**src/rtl/leaf_msg_pkg.sv**
```systemverilog
// Message format shared by the leaf uploader and the hub's up_rx receiver.
// Header layout, payload packing constants and the uploader FSM states.
package leaf_msg_pkg;

    localparam logic [7:0]  MSG_RESULT     = 8'h03;
    localparam logic [15:0] PAD_ROOT       = 16'hFFFF;
    localparam int          ROOTS_PER_WORD = 4;
    localparam int          ROOT_W         = 16;

    // Header field LSB positions within the 64-bit word
    localparam int HDR_TYPE_LSB = 56;
    localparam int HDR_SRC_LSB  = 48;
    localparam int HDR_CNT_LSB  = 32;
    localparam int HDR_TID_LSB  = 0;

    typedef enum logic [1:0] {
        ST_IDLE,
        ST_HDR,
        ST_FETCH,
        ST_SEND
    } upl_state_t;

    function automatic logic [63:0] make_header(input logic [7:0] src,
                                                input logic [15:0] cnt,
                                                input logic [31:0] tid);
        logic [63:0] h;
        h = '0;
        h[HDR_TYPE_LSB +: 8]  = MSG_RESULT;
        h[HDR_SRC_LSB  +: 8]  = src;
        h[HDR_CNT_LSB  +: 16] = cnt;
        h[HDR_TID_LSB  +: 32] = tid;
        return h;
    endfunction

endpackage

```
**src/rtl/leaf_result_uploader_if.sv**
```systemverilog
// 64-bit valid/ready uplink from a leaf to its parent hub.
interface leaf_result_uploader_if;

    logic [63:0] data;
    logic        valid;
    logic        ready;

    modport master (output data, output valid, input ready);
    modport slave  (input data, input valid, output ready);

endinterface

```
**src/rtl/leaf_result_uploader.sv**
```systemverilog
// Streams a decode result (header + packed PE roots) to the parent hub.
// Roots are pulled through a 1-cycle-latency read port, four per uplink word.
module leaf_result_uploader
    import leaf_msg_pkg::*;
#(
    parameter int CODE_DISTANCE = 5,
    parameter int NUM_ROOTS     = (CODE_DISTANCE + 1) * (CODE_DISTANCE - 1) / 2 * CODE_DISTANCE,
    parameter int FPGA_ID       = 1
) (
    input  logic                         clk,
    input  logic                         reset,
    input  logic                         start,
    input  logic [31:0]                  test_id,
    output logic                         busy,
    output logic                         done,
    output logic                         root_rd_en,
    output logic [$clog2(NUM_ROOTS)-1:0] root_rd_addr,
    input  logic [15:0]                  root_rd_data,
    leaf_result_uploader_if.master       parent_tx
);

    localparam int AW = $clog2(NUM_ROOTS);
    localparam logic [AW-1:0] LAST_ADDR = AW'(NUM_ROOTS - 1);
    localparam logic [63:0]   PAD_WORD  = {ROOTS_PER_WORD{PAD_ROOT}};

    upl_state_t state;
    logic [1:0] slot;
    logic [1:0] cap_slot;
    logic       cap_vld;
    logic       cap_last;
    logic       last_issue;

    // A word's reads end at slot 3 or at the final root, whichever comes first
    assign last_issue = (slot == 2'd3) || (root_rd_addr == LAST_ADDR);
    assign busy       = (state != ST_IDLE);

    always_ff @(posedge clk or negedge reset) begin
        if (!reset) begin
            state           <= ST_IDLE;
            parent_tx.data  <= '0;
            parent_tx.valid <= 1'b0;
            done            <= 1'b0;
            root_rd_en      <= 1'b0;
            root_rd_addr    <= '0;
            slot            <= '0;
            cap_slot        <= '0;
            cap_vld         <= 1'b0;
            cap_last        <= 1'b0;
        end else begin
            done     <= 1'b0;
            cap_vld  <= root_rd_en;
            cap_slot <= slot;
            cap_last <= root_rd_en && last_issue;
            case (state)
                ST_IDLE: begin
                    if (start) begin
                        parent_tx.data  <= make_header(8'(FPGA_ID), 16'(NUM_ROOTS), test_id);
                        parent_tx.valid <= 1'b1;
                        root_rd_addr    <= '0;
                        state           <= ST_HDR;
                    end
                end
                ST_HDR: begin
                    if (parent_tx.ready) begin
                        parent_tx.valid <= 1'b0;
                        parent_tx.data  <= PAD_WORD;
                        root_rd_en      <= 1'b1;
                        slot            <= '0;
                        state           <= ST_FETCH;
                    end
                end
                ST_FETCH: begin
                    if (root_rd_en) begin
                        if (last_issue) begin
                            root_rd_en <= 1'b0;
                        end else begin
                            root_rd_addr <= root_rd_addr + 1'b1;
                            slot         <= slot + 1'b1;
                        end
                    end
                    // Data bus is free while valid is low, so it doubles as the slot buffer
                    if (cap_vld) begin
                        parent_tx.data[ROOT_W*cap_slot +: ROOT_W] <= root_rd_data;
                        if (cap_last) begin
                            parent_tx.valid <= 1'b1;
                            state           <= ST_SEND;
                        end
                    end
                end
                ST_SEND: begin
                    if (parent_tx.ready) begin
                        parent_tx.valid <= 1'b0;
                        if (root_rd_addr == LAST_ADDR) begin
                            done  <= 1'b1;
                            state <= ST_IDLE;
                        end else begin
                            parent_tx.data <= PAD_WORD;
                            root_rd_en     <= 1'b1;
                            root_rd_addr   <= root_rd_addr + 1'b1;
                            slot           <= '0;
                            state          <= ST_FETCH;
                        end
                    end
                end
                default: state <= ST_IDLE;
            endcase
        end
    end

endmodule
```
**src/flat_wrapper.sv**
```systemverilog
// flat-port wrapper written by rule: the top's interface ports become plain ports
module leaf_result_uploader_flat import leaf_msg_pkg::*;
#(
    parameter int CODE_DISTANCE = 5,
    parameter int NUM_ROOTS     = (CODE_DISTANCE + 1) * (CODE_DISTANCE - 1) / 2 * CODE_DISTANCE,
    parameter int FPGA_ID       = 1
)
  (clk, reset, start, test_id, busy, done, root_rd_en, root_rd_addr, root_rd_data, parent_tx_data, parent_tx_valid, parent_tx_ready);
  leaf_result_uploader_if parent_tx_i ();
  input  logic clk;
  input  logic reset;
  input  logic start;
  input  logic [31:0] test_id;
  output logic busy;
  output logic done;
  output logic root_rd_en;
  output logic [$clog2(NUM_ROOTS)-1:0] root_rd_addr;
  input  logic [15:0] root_rd_data;
  output wire logic [$bits(parent_tx_i.data)-1:0] parent_tx_data;
  output wire logic [$bits(parent_tx_i.valid)-1:0] parent_tx_valid;
  input wire logic [$bits(parent_tx_i.ready)-1:0] parent_tx_ready;
  assign parent_tx_data = parent_tx_i.data;
  assign parent_tx_valid = parent_tx_i.valid;
  assign parent_tx_i.ready = parent_tx_ready;
  leaf_result_uploader #(.CODE_DISTANCE(CODE_DISTANCE), .NUM_ROOTS(NUM_ROOTS), .FPGA_ID(FPGA_ID)) u_core (.clk(clk), .reset(reset), .start(start), .test_id(test_id), .busy(busy), .done(done), .root_rd_en(root_rd_en), .root_rd_addr(root_rd_addr), .root_rd_data(root_rd_data), .parent_tx(parent_tx_i));
endmodule
```
**config.mk**
```make
export PLATFORM = sky130hd
export DESIGN_NAME = leaf_result_uploader_flat
export DESIGN_NICKNAME = d
export VERILOG_FILES = /design/src/rtl/leaf_msg_pkg.sv /design/src/rtl/leaf_result_uploader_if.sv /design/src/rtl/leaf_result_uploader.sv /design/src/flat_wrapper.sv
export SDC_FILE = /design/constraint.sdc
export NUM_CORES = 1
export LEC_CHECK = 0
export BUFFER_PORTS_ARGS = -buffer_cell sky130_fd_sc_hd__buf_4
export CAP_MARGIN = 40
export CORE_ASPECT_RATIO = 0.9
export CORE_MARGIN = 2
export CORE_UTILIZATION = 45
export DETAILED_ROUTE_END_ITERATION = 7
export PLACE_DENSITY = 0.81
export SLEW_MARGIN = 20
export SYNTH_ARGS = -nofsm -noshare
export SYNTH_HDL_FRONTEND = slang
export SYNTH_SLANG_ARGS = --single-unit
```
**constraint.sdc**
```tcl
create_clock -name clk -period 2.9 [get_ports clk]
set_input_delay 0.145 -clock clk [delete_from_list [all_inputs] [get_ports clk]]
set_output_delay 0.145 -clock clk [all_outputs]
set_load 0.05 [all_outputs]
```
=== Word-level counts from Yosys, hierarchy flattened ===
Cells that the tools add are included.

* Flip-flop bits (word level): 81
* Bits in latches: 0
* Bits in writable memories: 0
* Bits in read-only memories: 0
* Input port bits: 52
* Output and inout port bits: 74
* Word-level logic and storage cells: 82
* Memories: 0

* $add $sub $neg: 3
* Multiply operators: 0
* Divide/modulo/power cells: 0
* $lt $le $gt $ge: 0
* Equal/unequal tests: 14
* Shifts and indexed selects: 2
* Muxes and demuxes: 40
* Bitwise logic cells: 0
* Reduce and logical (&&, ||, !) cells: 13

{| class="wikitable"
|+ Operator list
! cell !! number
|-
| 64-bit two-way mux || 5
|-
| 64-bit case mux with 4 select lines || 1
|-
| 64-bit bitwise mux || 1
|-
| 16-bit by 34-bit variable shift with 64-bit output, first input constant || 1
|-
| 16-bit by 34-bit variable part select with 64-bit output || 1
|-
| 6-bit negator with 34-bit output || 1
|-
| 6-bit two-way mux || 5
|-
| 2-bit two-way mux || 11
|-
| 6-bit case mux with 3 select lines || 1
|-
| 1-bit two-way mux || 12
|-
| 6-bit AND reduction || 2
|-
| 2-bit != test, second input constant || 5
|-
| 5-bit AND reduction || 2
|-
| 2-bit by 1-bit != test with 1-bit output, second input constant || 4
|-
| 2-bit case mux with 4 select lines || 1
|-
| 4-bit AND reduction || 2
|-
| 6-bit by 1-bit adder with 6-bit output, second input constant || 1
|-
| 2-bit == test, second input constant || 3
|-
| 6-bit == test, second input constant || 1
|-
| 1-bit case mux with 3 select lines || 2
|-
| 2-bit case mux with 3 select lines || 1
|-
| 3-bit nonzero test || 2
|-
| 2-bit by 1-bit adder with 2-bit output, second input constant || 1
|-
| 2-bit by 1-bit == test with 1-bit output, second input constant || 1
|-
| 5 further kinds || 5
|}

=== Logic depth before layout (Yosys ltp) ===
Gate-level depths: netlist of run 1.

* Depth in word-level cells: 5
* Gate-level depth with buffers: 8
* Mapped depth without buffers: 6

=== Worst setup path before layout of run 1 ===
OpenSTA, ideal clock, no wires.

* Kind: reg-to-reg
* From: register u_core.root_rd_addr[0]
* To: register u_core.parent_tx.data[23]
* Setup time: 0.121 ns
* Arrival: 1.984 ns
* Required time: 2.779 ns
* Slack: 0.795 ns
* Cell stages (with the launch flop): 8
* Path buffers: 2
* Clock period less this slack: 2.105 ns
* Path through: dfrtp_1 -> ha_1 -> and4_4 -> a21oi_4 -> or2_1 -> buf_6 -> buf_6 -> a22o_1

* Longest elaborated chain between the ends: 3

{| class="wikitable"
|+ RTL lines
! what !! RTL line !! text
|-
| start: declaration || leaf_result_uploader.sv:17 || <nowiki>output logic [$clog2(NUM_ROOTS)-1:0] root_rd_addr,</nowiki>
|-
| start signal: assignment || leaf_result_uploader.sv:77 || <nowiki>root_rd_addr <= root_rd_addr + 1'b1;</nowiki>
|-
| start signal: assignment || leaf_result_uploader.sv:99 || <nowiki>root_rd_addr <= root_rd_addr + 1'b1;</nowiki>
|-
| 6-bit == test || leaf_result_uploader.sv:93 || <nowiki>if (root_rd_addr == LAST_ADDR) begin</nowiki>
|-
| 2-bit != test (no source line) || - ||
|-
| 5-bit AND reduction (no source line) || - ||
|-
| end signal: assignment || leaf_result_uploader.sv:57 || <nowiki>parent_tx.data <= make_header(8'(FPGA_ID), 16'(NUM_ROOTS), test_id);</nowiki>
|-
| end signal: indexed assignment || leaf_result_uploader.sv:83 || <nowiki>parent_tx.data[ROOT_W*cap_slot +: ROOT_W] <= root_rd_data;</nowiki>
|-
| end: declaration || leaf_result_uploader_if.sv:8 || <nowiki>modport master (output data, output valid, input ready);</nowiki>
|}

Every way passes these cells.
A chain may end at the register's enable or synchronous reset.

=== Worst setup path after layout of run 1 ===
* From: register u_core.cap_slot[0]
* To: register u_core.parent_tx.data[52]

* Longest elaborated chain between the ends: 5
* Elaborated cells between the ends (all ways): 6
* Classes of those cells: add/sub (1); shift (2); mux (3)

{| class="wikitable"
|+ RTL lines
! what !! RTL line !! text
|-
| start: declaration || leaf_result_uploader.sv:28 || <nowiki>logic [1:0] cap_slot;</nowiki>
|-
| start signal: assignment || leaf_result_uploader.sv:52 || <nowiki>cap_slot <= slot;</nowiki>
|-
| 6-bit negator with 34-bit output * || leaf_result_uploader.sv:83 ||
|-
| 16-bit by 34-bit variable part select with 64-bit output or 16-bit by 34-bit variable shift with 64-bit output (tied branches) || leaf_result_uploader.sv:83 ||
|-
| 64-bit bitwise mux * || leaf_result_uploader.sv:83 ||
|-
| 64-bit two-way mux * || leaf_result_uploader.sv:82 || <nowiki>if (cap_vld) begin</nowiki>
|-
| 64-bit case mux with 4 select lines * || leaf_result_uploader.sv:54 || <nowiki>case (state)</nowiki>
|}

Every way passes the cells marked *; elsewhere a longest branch is shown, timed or not. The select of a mux whose other input is x is not followed.

==> results of run 1 <==
## final cells by class
cell class	instances	area (µm²)	area share (%)
Clock inverter	5	78.8	1.43
Inverter	7	26.3	0.478
Sequential cell	81	2030	36.9
Timing Repair Buffer	142	1100	20.0
Multi-Input combinational cell	307	1980	35.9
Clock buffer	10	138	2.50
Tap cell	122	153	2.78
## power breakdown
group | internal [mW] | switching, mW | leakage (nW)
Clock | 0.504 | 0.415 | 0.113
Sequential | 1.69 | 0.459 | 0.920
Combinational | 1.68 | 3.26 | 1.44
## kinds of logic after synthesis
family          after synthesis
flops                        81
buf+inv                      46
mux                           5
compound gates              185
simple gates                110
fa+ha+maj                     7
## timing repair
item	CTS	global route
hold buffers	1	0
hold endpoints to repair	36	0
buffers inserted	0	0
## worst max-delay path: cells and delay by family (launching register included)
kind / cells / cell delay (ns)
AOI/OAI and AO/OA: 2 / 0.32
and+or+nand+nor: 2 / 0.93
DFF: 1 / 0.50
adders and majority gates: 1 / 0.36
buffers and inverters: 1 / 0.13
## cell usage in the layout, fill, tap and decap left out, drive strengths merged, types with 5 or more instances in the layout
| master | instances |
|---|---|
| o2bb2ai | 36 |
| o21ai | 5 |
| inv | 8 |
| o22ai | 33 |
| dfrtp | 81 |
| a21oi | 71 |
| clkbuf | 11 |
| nor2 | 67 |
| nand2 | 5 |
| a22o | 27 |
| nor2b | 12 |
| a311oi | 5 |
| buf | 140 |
| ha | 7 |
## layer usage
layer  up-vias  wire length [µm]  track usage (%)
met5         -                 0                0
met4         0               429             12.7
met3        39              1130             5.35
met2       232              5700             37.6
met1      1973              5690             36.5
li1       1859                 -                -
## flip-flops by register name, indices dropped and copies added (netlist names)
register	cells
u_core.cap_last	1
u_core.cap_slot	2
u_core.cap_vld	1
u_core.done	1
u_core.parent_tx.data	64
u_core.parent_tx.valid	1
u_core.root_rd_addr	6
u_core.root_rd_en	1
u_core.slot	2
u_core.state	2
## per-stage QoR
step	instances	power, mW
finish	674	8.01
global route	674	8.42
CTS	672	7.96
detailed placement	656	7.03
global placement	654	6.87
floorplan	434	5.59
## path summary, 6_finish.rpt
path	from	endpoint	slack, ns	cells past startpoint
setup / recovery	u_core.cap_slot[0]	u_core.parent_tx.data[52]	0.57	6
hold / removal	parent_tx_ready	u_core.state[1]	0.09	3
setup reg to reg	u_core.cap_slot[0]	u_core.parent_tx.data[52]	0.57	6
hold reg to reg	u_core.slot[1]	u_core.cap_slot[1]	0.43	0
max in group asynchronous	reset	u_core.slot[1]	2.01	3
min in group asynchronous	reset	u_core.root_rd_addr[5]	0.30	2
==> flow_metrics.tcl, run 1 <==
set metrics [dict create \
    clk_latency_ns 0.36 \
    drt_iter0_drc 263 \
    io_pins 126 \
    cpMaxStageDelayCell "and4bb_1" \
    clock_path_buffers 2 \
    async_flop_share_pct 100 \
    place_ws_ns 0.613 \
    row_count 33 \
    wirelength_mm 12.9 \
    port_buffers 125 \
    path_cells "inv_1, ha_1, and4bb_1, nor2b_1, a21oi_1, o2bb2ai_1" \
    drive_gt1_share_pct 29.9 \
    drc 0 \
    synthFlopType "dfrtp_1" \
    finalHoldViolCount 0 \
    core_region_area_mm2 0.00913 \
    grt_max_degree 46 \
    yosys_warnings 0 \
    finClkSkew_ns 0.0120 \
    grt_antenna_before_repair 0 \
    grtUsageTotal_pct 25.7 \
    synth_top_family_by_area "compound AO/OA/AOI/OAI gates" \
    synth_compound_area_share_pct 30.1 \
    drv_slew 0 \
    synth.avg_cell_area_um2 9.71 \
    synth_top_area_cell "dfrtp_1" \
    diodes 0 \
    synth_mux_area_share_pct 1.25 \
    wl_per_cell_um 19.2 \
    grt_pass1_vias 3924 \
    clkTransAtPathRegs_ns 0.09 \
    setup_viol_count_final 0 \
    cp_data_arrival_time_ns 2.59 \
    grt_pass1_wl_mm 20.3 \
    syn_inst 434 \
    min_path_type "in2reg" \
    cts_resized 0 \
    stdcell_area_mm2 0.00550 \
    area_growth_pct 30.4 \
    required_ns 3.16 \
    start_kind "register" \
    die_w_um 106 \
    fin_crit_ns 2.33 \
    synth_edf_count 0 \
    synth_common_cells "dfrtp_1, a21oi_1, nor2_1" \
    synth-simple-area-share_pct 13.3 \
    setup_slack_ns 0.570 \
    status "complete, no violations" \
    cts_inserted_buffers 9 \
    yosysSeqAreaShare_pct 48.1 \
    die_y_um 95.8 \
    synth_fp_nets 493 \
    finalNetCount 607 \
    placedInstanceArea_mm2 0.00525 \
    fin_setup_tns_ns 0 \
    synthDistinctLibCells 47 \
    synth_most_common_cell "dfrtp_1" \
    whs_ns 0.0852 \
    path_max_fanout 12 \
    cts_root_buf "clkbuf_8" \
    start_util_pct 46.2 \
    synthXorXnorAreaFrac_pct 0 \
    rsz0062_at_grt "no" \
    synth_area_leaders "dfrtp_1, a21oi_1, o2bb2ai_1" \
    power_density_mw_per_mm2 1460 \
    synth_adder_area_share_pct 2.08 \
    drtAntennaViolNets 0 \
    worst_pin_slew_ns 0.854 \
    end_kind "register" \
    die-area_mm2 0.0102 \
    period_share_pct 80.3 \
    nFillCells 737 \
    gp_congestion 0.918 \
    path_class "reg2reg" \
    maxCapViolCount 0 \
    fmax_ghz 0.429 \
    dp_hpwl_mm 9.11 \
    overflow 0 \
    fin_util_pct 60.2 \
    cts_sinks 81 \
    yosysTopAreaCellShare_pct 48.1 \
    critPathMaxStageDelay_ns 0.53 \
    slew_headroom_pct 42.8 \
    vdd_drop_max_mv 0.824 \
    firstDrtPassIters 5 \
    num_vias 4103 \
    routed_via_density 6.09 \
    cts_tree "yes" \
    htree_levels 3 \
    syn_area_mm2 0.00421 \
    leakage_nw 2.47 \
    ys_ff_latch 81 \
]
Power figures use the tool's default switching activity.
==> run 2: changes to the inputs <==
--- a/config.mk
+++ b/config.mk
@@ -5,13 +5,14 @@
 export SDC_FILE = /design/constraint.sdc
 export NUM_CORES = 1
 export LEC_CHECK = 0
+export ABC_AREA = 1
 export BUFFER_PORTS_ARGS = -buffer_cell sky130_fd_sc_hd__buf_4
 export CAP_MARGIN = 40
 export CORE_ASPECT_RATIO = 0.9
 export CORE_MARGIN = 2
 export CORE_UTILIZATION = 45
 export DETAILED_ROUTE_END_ITERATION = 7
-export PLACE_DENSITY = 0.81
+export PLACE_DENSITY = 0.8
 export SLEW_MARGIN = 20
 export SYNTH_ARGS = -nofsm -noshare
 export SYNTH_HDL_FRONTEND = slang
==> constraint.sdc (replaced) <==
create_clock -name clk -period 2.4 [get_ports clk]
set_input_delay 0.12 -clock clk [delete_from_list [all_inputs] [get_ports clk]]
set_output_delay 0.12 -clock clk [all_outputs]
set_load 0.05 [all_outputs]
==> run 2 against run 1 <==
  * Cell count increased by 43%
  * Sequential share of layout area decreased by 4.4 points
  * Power decreased by 63%
  * Combinational power decreased by 97%
  * Clock-buffer cell count unchanged
==> flow_metrics.tcl, run 2 <==
set metrics [dict create \
    cts_resized 0 \
    synth_common_cells "nand2_1, dfrtp_1, nor2_1" \
    dp_hpwl_mm 10.4 \
    r2r_setup_slack_ns 0.44 \
    hp-start "parent_tx_ready" \
    crit_start "u_core.root_rd_addr[0]" \
    core_region_area_mm2 0.0104 \
    synthDistinctLibCells 30 \
    period_share_pct 81.7 \
    rsz0062_at_grt "no" \
    synth_fp_nets 772 \
    grt_pass1_vias 4790 \
    worst_pin_slew_ns 0.584 \
    end_kind "register" \
    required_ns 2.63 \
    slew_headroom_pct 61.1 \
    grt_max_degree 51 \
    p_sw_uw 683 \
    wl_per_cell_um 15.1 \
    yosysSeqAreaShare_pct 41.7 \
    area_growth_pct 28.3 \
    cts_tree "yes" \
    drtAntennaViolNets 0 \
    pwr-share-seq_pct 46.1 \
    reg2reg_from "u_core.root_rd_addr[0]" \
    die_y_um 103 \
    path_max_fanout 35 \
    post_cts_buffers 0 \
    status "complete, no violations" \
    num_vias 5102 \
    min_path_type "in2reg" \
    fin_crit_ns 1.96 \
    grtUsageTotal_pct 26.0 \
    finClkSkew_ns 0.00809 \
    internal_power_mw 2.28 \
    min_path_cells 3 \
    row_count 35 \
    start_util_pct 46.9 \
    htree_levels 3 \
    ys_ff_latch 81 \
    power.total_mw 2.96 \
    routed_via_density 5.31 \
    maxCapViolCount 0 \
    synth_top_area_cell "dfrtp_1" \
    finalNetCount 886 \
    swShare_pct 23.1 \
    drc 0 \
    firstDrtPassIters 5 \
    path_class "reg2reg" \
    drive_gt1_share_pct 22.2 \
    largest_registers "u_core.parent_tx.data (64), u_core.root_rd_addr (6)" \
    grt_antenna_before_repair 0 \
    clk_latency_ns 0.35 \
    clkTransAtPathRegs_ns 0.07 \
    cp_data_arrival_time_ns 2.19 \
    yosys_warnings 0 \
    overflow 0 \
    setup_viol_count_final 0 \
    diodes 0 \
    fin_setup_tns_ns 0 \
    grt_pass1_wl_mm 23.7 \
    clock_path_buffers 2 \
    yosysTopAreaCellShare_pct 41.7 \
    gp_congestion 0.901 \
    largest_reg_flops 64 \
    final_common_cell "nand2_1" \
    reg2reg_depth 8 \
    synth_most_common_cell "nand2_1" \
    cts_sinks 81 \
    power_density_mw_per_mm2 474 \
    clockPowerShare_pct 49.3 \
    cts_root_buf "clkbuf_16" \
    synth_area_leaders "dfrtp_1, nand2_1, nand3_1" \
    async_flop_share_pct 100 \
    synthFlopType "dfrtp_1" \
    drt_iter0_drc 526 \
    holdBufCountCts 1 \
    wirelength_mm 14.5 \
    finalHoldViolCount 0 \
    final_cell_mix "nand2_1, buf_4, dfrtp_1" \
    leakage_nw 3.52 \
    synth_edf_count 0 \
    cts_inserted_buffers 9 \
    min_to "u_core.done" \
    drv_slew 0 \
    r2r-end "u_core.parent_tx.data[40]" \
    regMostFlops "u_core.parent_tx.data" \
    io_pins 126 \
    whs_ns 0.0384 \
    die-area_mm2 0.0117 \
    port_buffers 125 \
    fin_util_pct 60.1 \
    syn_area_mm2 0.00486 \
    synth.avg_cell_area_um2 6.82 \
    start_kind "register" \
    syn_inst 713 \
    fmax_ghz 0.510 \
    die_w_um 114 \
    vdd_drop_max_mv 0.261 \
    p_comb_share_pct 4.6 \
]
-- run 2: cell count changes after synthesis, sizes merged, moves of 32 or more --
| cell | previous run | this run |
|---|---|---|
| nand2 | 5 | 305 |
| inv | 7 | 39 |
| o2bb2ai | 36 | 0 |
| o21ai | 5 | 41 |
| o22ai | 33 | 0 |
| nand3 | 3 | 57 |
-- run 2: routing by layer --
metal | vias to the layer above | part of all wire, % | track usage, %
li1 | 2467 | - | -
met1 | 2381 | 43 | 36.8
met2 | 231 | 45 | 39.2
met3 | 23 | 9.5 | 5.58
met4 | 0 | 2.3 | 10.1
met5 | - | 0 | 0
-- run 2: power groups by stage --
stage	sequential (mW)	combinational, mW	clock (mW)
after detailed placement	1.39	0.134	0
final	1.36	0.137	1.46
after floorplan	1.39	0.0162	0
after global routing	1.36	0.147	1.54
after global placement	1.39	0.134	0
after CTS	1.36	0.136	1.47
-- run 2: critical path, stage by stage (launching register included) --
cell     delay (ns)
dfrtp_1        0.43
ha_1           0.25
nand2_1        0.06
nor2_1         0.06
nand3_2        0.13
nand4_4        0.42
buf_12         0.36
nand2_1        0.07
o21ai_1        0.07
-- run 2: final cells by class --
type | instances | area [µm²]
multi-input cells | 551 | 2470
well taps | 129 | 161
repair buffers | 141 | 1110
clock inverters | 6 | 73.8
fillers | 957 | 4140
clock buffers | 10 | 239
flip-flops and latches | 81 | 2030
inverters | 43 | 161
-- run 2: kinds of logic (layout without fill, tap and decap cells) --
| group | after synthesis | count (layout) | share of synthesized area (%) |
|---|---|---|---|
| and+or+nand+nor | 446 | 446 | 38.6 |
| AOI/OAI and AO/OA | 96 | 96 | 9.98 |
| DFF | 81 | 81 | 41.7 |
| buffers and inverters | 81 | 200 | 7.59 |
| adders and majority gates | 7 | 7 | 1.80 |
| xor gates and xnor gates | 2 | 2 | 0.360 |
-- run 2: how the worst max path moves through the flow --
| stage | endpoint |
|---|---|
| finish | u_core.parent_tx.data[40] |
| global route | u_core.parent_tx.data[62] |
| CTS | u_core.parent_tx.data[40] |
| detailed placement | u_core.parent_tx.data[47] |
| global placement | u_core.parent_tx.data[53] |
| floorplan | u_core.parent_tx.data[24] |
-- run 2: stage by stage --
step,std cells,instance area (µm²),setup slack [ns]
detailed placement,944,5920,0.476
global placement,944,5920,0.543
global route,961,6240,0.233
floorplan,713,4860,0.284
finish,961,6240,0.439
CTS,961,6240,0.464
==> run 3: changes to the inputs <==
==> constraint.sdc (replaced) <==
create_clock -name clk -period 2.02 [get_ports clk]
set_input_delay 0.101 -clock clk [delete_from_list [all_inputs] [get_ports clk]]
set_output_delay 0.101 -clock clk [all_outputs]
set_load 0.05 [all_outputs]
==> run 3 against run 2 <==
  * Sequential power rose by 19%
  * Worst setup slack got worse by 0.24 ns
  * Cell area rose by 1.0%
  * Cell count rose by 0.52%
  * Critical endpoint is now u_core.parent_tx.data[33]
  * Non-clock buffer count rose by 6
  * Fmax rose by 7.6%
  * Die area did not move
==> flow_metrics.tcl, run 3 (same netlist as run 2, synthesis figures left out) <==
set metrics [dict create \
    worst_pin_slew_ns 0.446 \
    status "complete, no violations" \
    hp-start "parent_tx_ready" \
    rsz0062_at_grt "no" \
    vdd_drop_max_mv 0.414 \
    final_cells 966 \
    core_region_area_mm2 0.0104 \
    post_cts_buffers 0 \
    drt_iter0_drc 382 \
    finalNetCount 892 \
    firstDrtPassIters 5 \
    dp_hpwl_mm 10.5 \
    cts_resized 0 \
    reg2reg_from "u_core.cap_slot[1]" \
    row_count 35 \
    die_w_um 114 \
    die_y_um 103 \
    maxCapViolCount 0 \
    whs_ns 0.0380 \
    p_comb_share_pct 4.5 \
    setup_slack_ns 0.197 \
    final_cell_mix "nand2_1, buf_4, dfrtp_1" \
    clk_latency_ns 0.34 \
    crit_start "u_core.cap_slot[1]" \
    drive_gt1_share_pct 22.7 \
    drc 0 \
    power_density_mw_per_mm2 580 \
    regMostFlops "u_core.parent_tx.data" \
    r2r_setup_slack_ns 0.20 \
    min_path_type "in2reg" \
    place_ws_ns 0.237 \
    grt_pass1_vias 4679 \
    wl_per_cell_um 15.2 \
    die-area_mm2 0.0117 \
    swShare_pct 20.7 \
    path_class "reg2reg" \
    end_kind "register" \
    pwr-share-seq_pct 44.4 \
    fmax_ghz 0.549 \
    cts_tree "yes" \
    fin_crit_ns 1.82 \
    clock_path_buffers 2 \
    drtAntennaViolNets 0 \
    period_share_pct 90.2 \
    cts_root_buf "clkbuf_16" \
    leakage_nw 3.56 \
    clockPowerShare_pct 51.1 \
    setup_viol_count_final 0 \
    dp.cells 950 \
    gp_congestion 0.900 \
    reg2reg_depth 10 \
    htree_levels 3 \
    power.total_mw 3.66 \
    finalHoldViolCount 0 \
    path_max_fanout 11 \
    holdBufCountCts 1 \
    overflow 0 \
    min_path_cells 3 \
    internal_power_mw 2.90 \
    required_ns 2.30 \
    finClkSkew_ns 0.00970 \
    largest_reg_flops 64 \
    cp_data_arrival_time_ns 2.10 \
    final_common_cell "nand2_1" \
    cts_sinks 81 \
    p_sw_uw 757 \
    area_growth_pct 29.7 \
    largest_registers "u_core.parent_tx.data (64), u_core.root_rd_addr (6)" \
    diodes 0 \
    start_kind "register" \
    nFillCells 953 \
    grt_pass1_wl_mm 23.3 \
    num_vias 5075 \
    clkTransAtPathRegs_ns 0.06 \
    port_buffers 125 \
    grtUsageTotal_pct 25.5 \
    io_pins 126 \
    cts_inserted_buffers 9 \
    start_util_pct 46.9 \
    grt_max_degree 37 \
    routed_via_density 5.25 \
    grt_antenna_before_repair 0 \
    slew_headroom_pct 70.2 \
    drv_slew 0 \
    fin_setup_tns_ns 0 \
    wirelength_mm 14.7 \
]
run 3: changes by cell type in the layout (fill, tap and decap cells not counted):
cell        delta
buf_4          +6
bufinv_16      +2
clkbuf_8       -1
clkinv_2       +2
clkinv_4       -1
clkinvlp_4     -1
inv_6          -1
inv_8          -1
run 3: stage by stage:
stage | instance area, µm² | utilization, %
2_1_floorplan | 4870 | -
3_3_place_gp | 5960 | 57.5
3_5_place_dp | 5960 | 57.5
4_1_cts | 6310 | 60.8
5_1_grt | 6310 | 60.8
6_report | 6310 | 60.8
run 3: critical path, stage by stage, from the launching register on:
cell	delay [ns]
dfrtp_1	0.38
inv_1	0.09
ha_1	0.37
nand2_1	0.10
inv_1	0.08
nand2_1	0.22
o21ai_0	0.29
nand2_1	0.09
nand2_1	0.07
nand2_1	0.05
inv_1	0.04
run 3: routing by layer:
| metal | global-route usage [%] | up-vias | wire (µm) |
|---|---|---|---|
| li1 | - | 2478 | - |
| met1 | 35.0 | 2329 | 6300 |
| met2 | 41.2 | 230 | 6780 |
| met3 | 4.94 | 38 | 1270 |
| met4 | 8.07 | 0 | 342 |
| met5 | 0 | - | 0 |
run 3: layout make-up:
class,count,area (µm²),area share [%]
Multi-Input combinational cell,551,2470,39.1
Inverter,43,161,2.56
Clock buffer,9,225,3.57
Tap cell,129,161,2.56
Clock inverter,6,108,1.71
Timing Repair Buffer,147,1160,18.3
Sequential cell,81,2030,32.1
run 3: power groups by stage:
stage,Sequential (mW),Clock (mW),Combinational [mW]
floorplan,1.65,0,0.0192
finish,1.62,1.87,0.166
detailed placement,1.65,0,0.162
global route,1.62,1.94,0.179
global placement,1.65,0,0.161
CTS,1.62,1.87,0.165
run 3: path summary, 6_finish.rpt:
path                                        endpoint
max                        u_core.parent_tx.data[33]
min                                      u_core.done
max reg2reg                u_core.parent_tx.data[33]
min reg2reg                           u_core.cap_vld
max in group asynchronous  u_core.parent_tx.data[47]
min in group asynchronous  u_core.parent_tx.data[53]
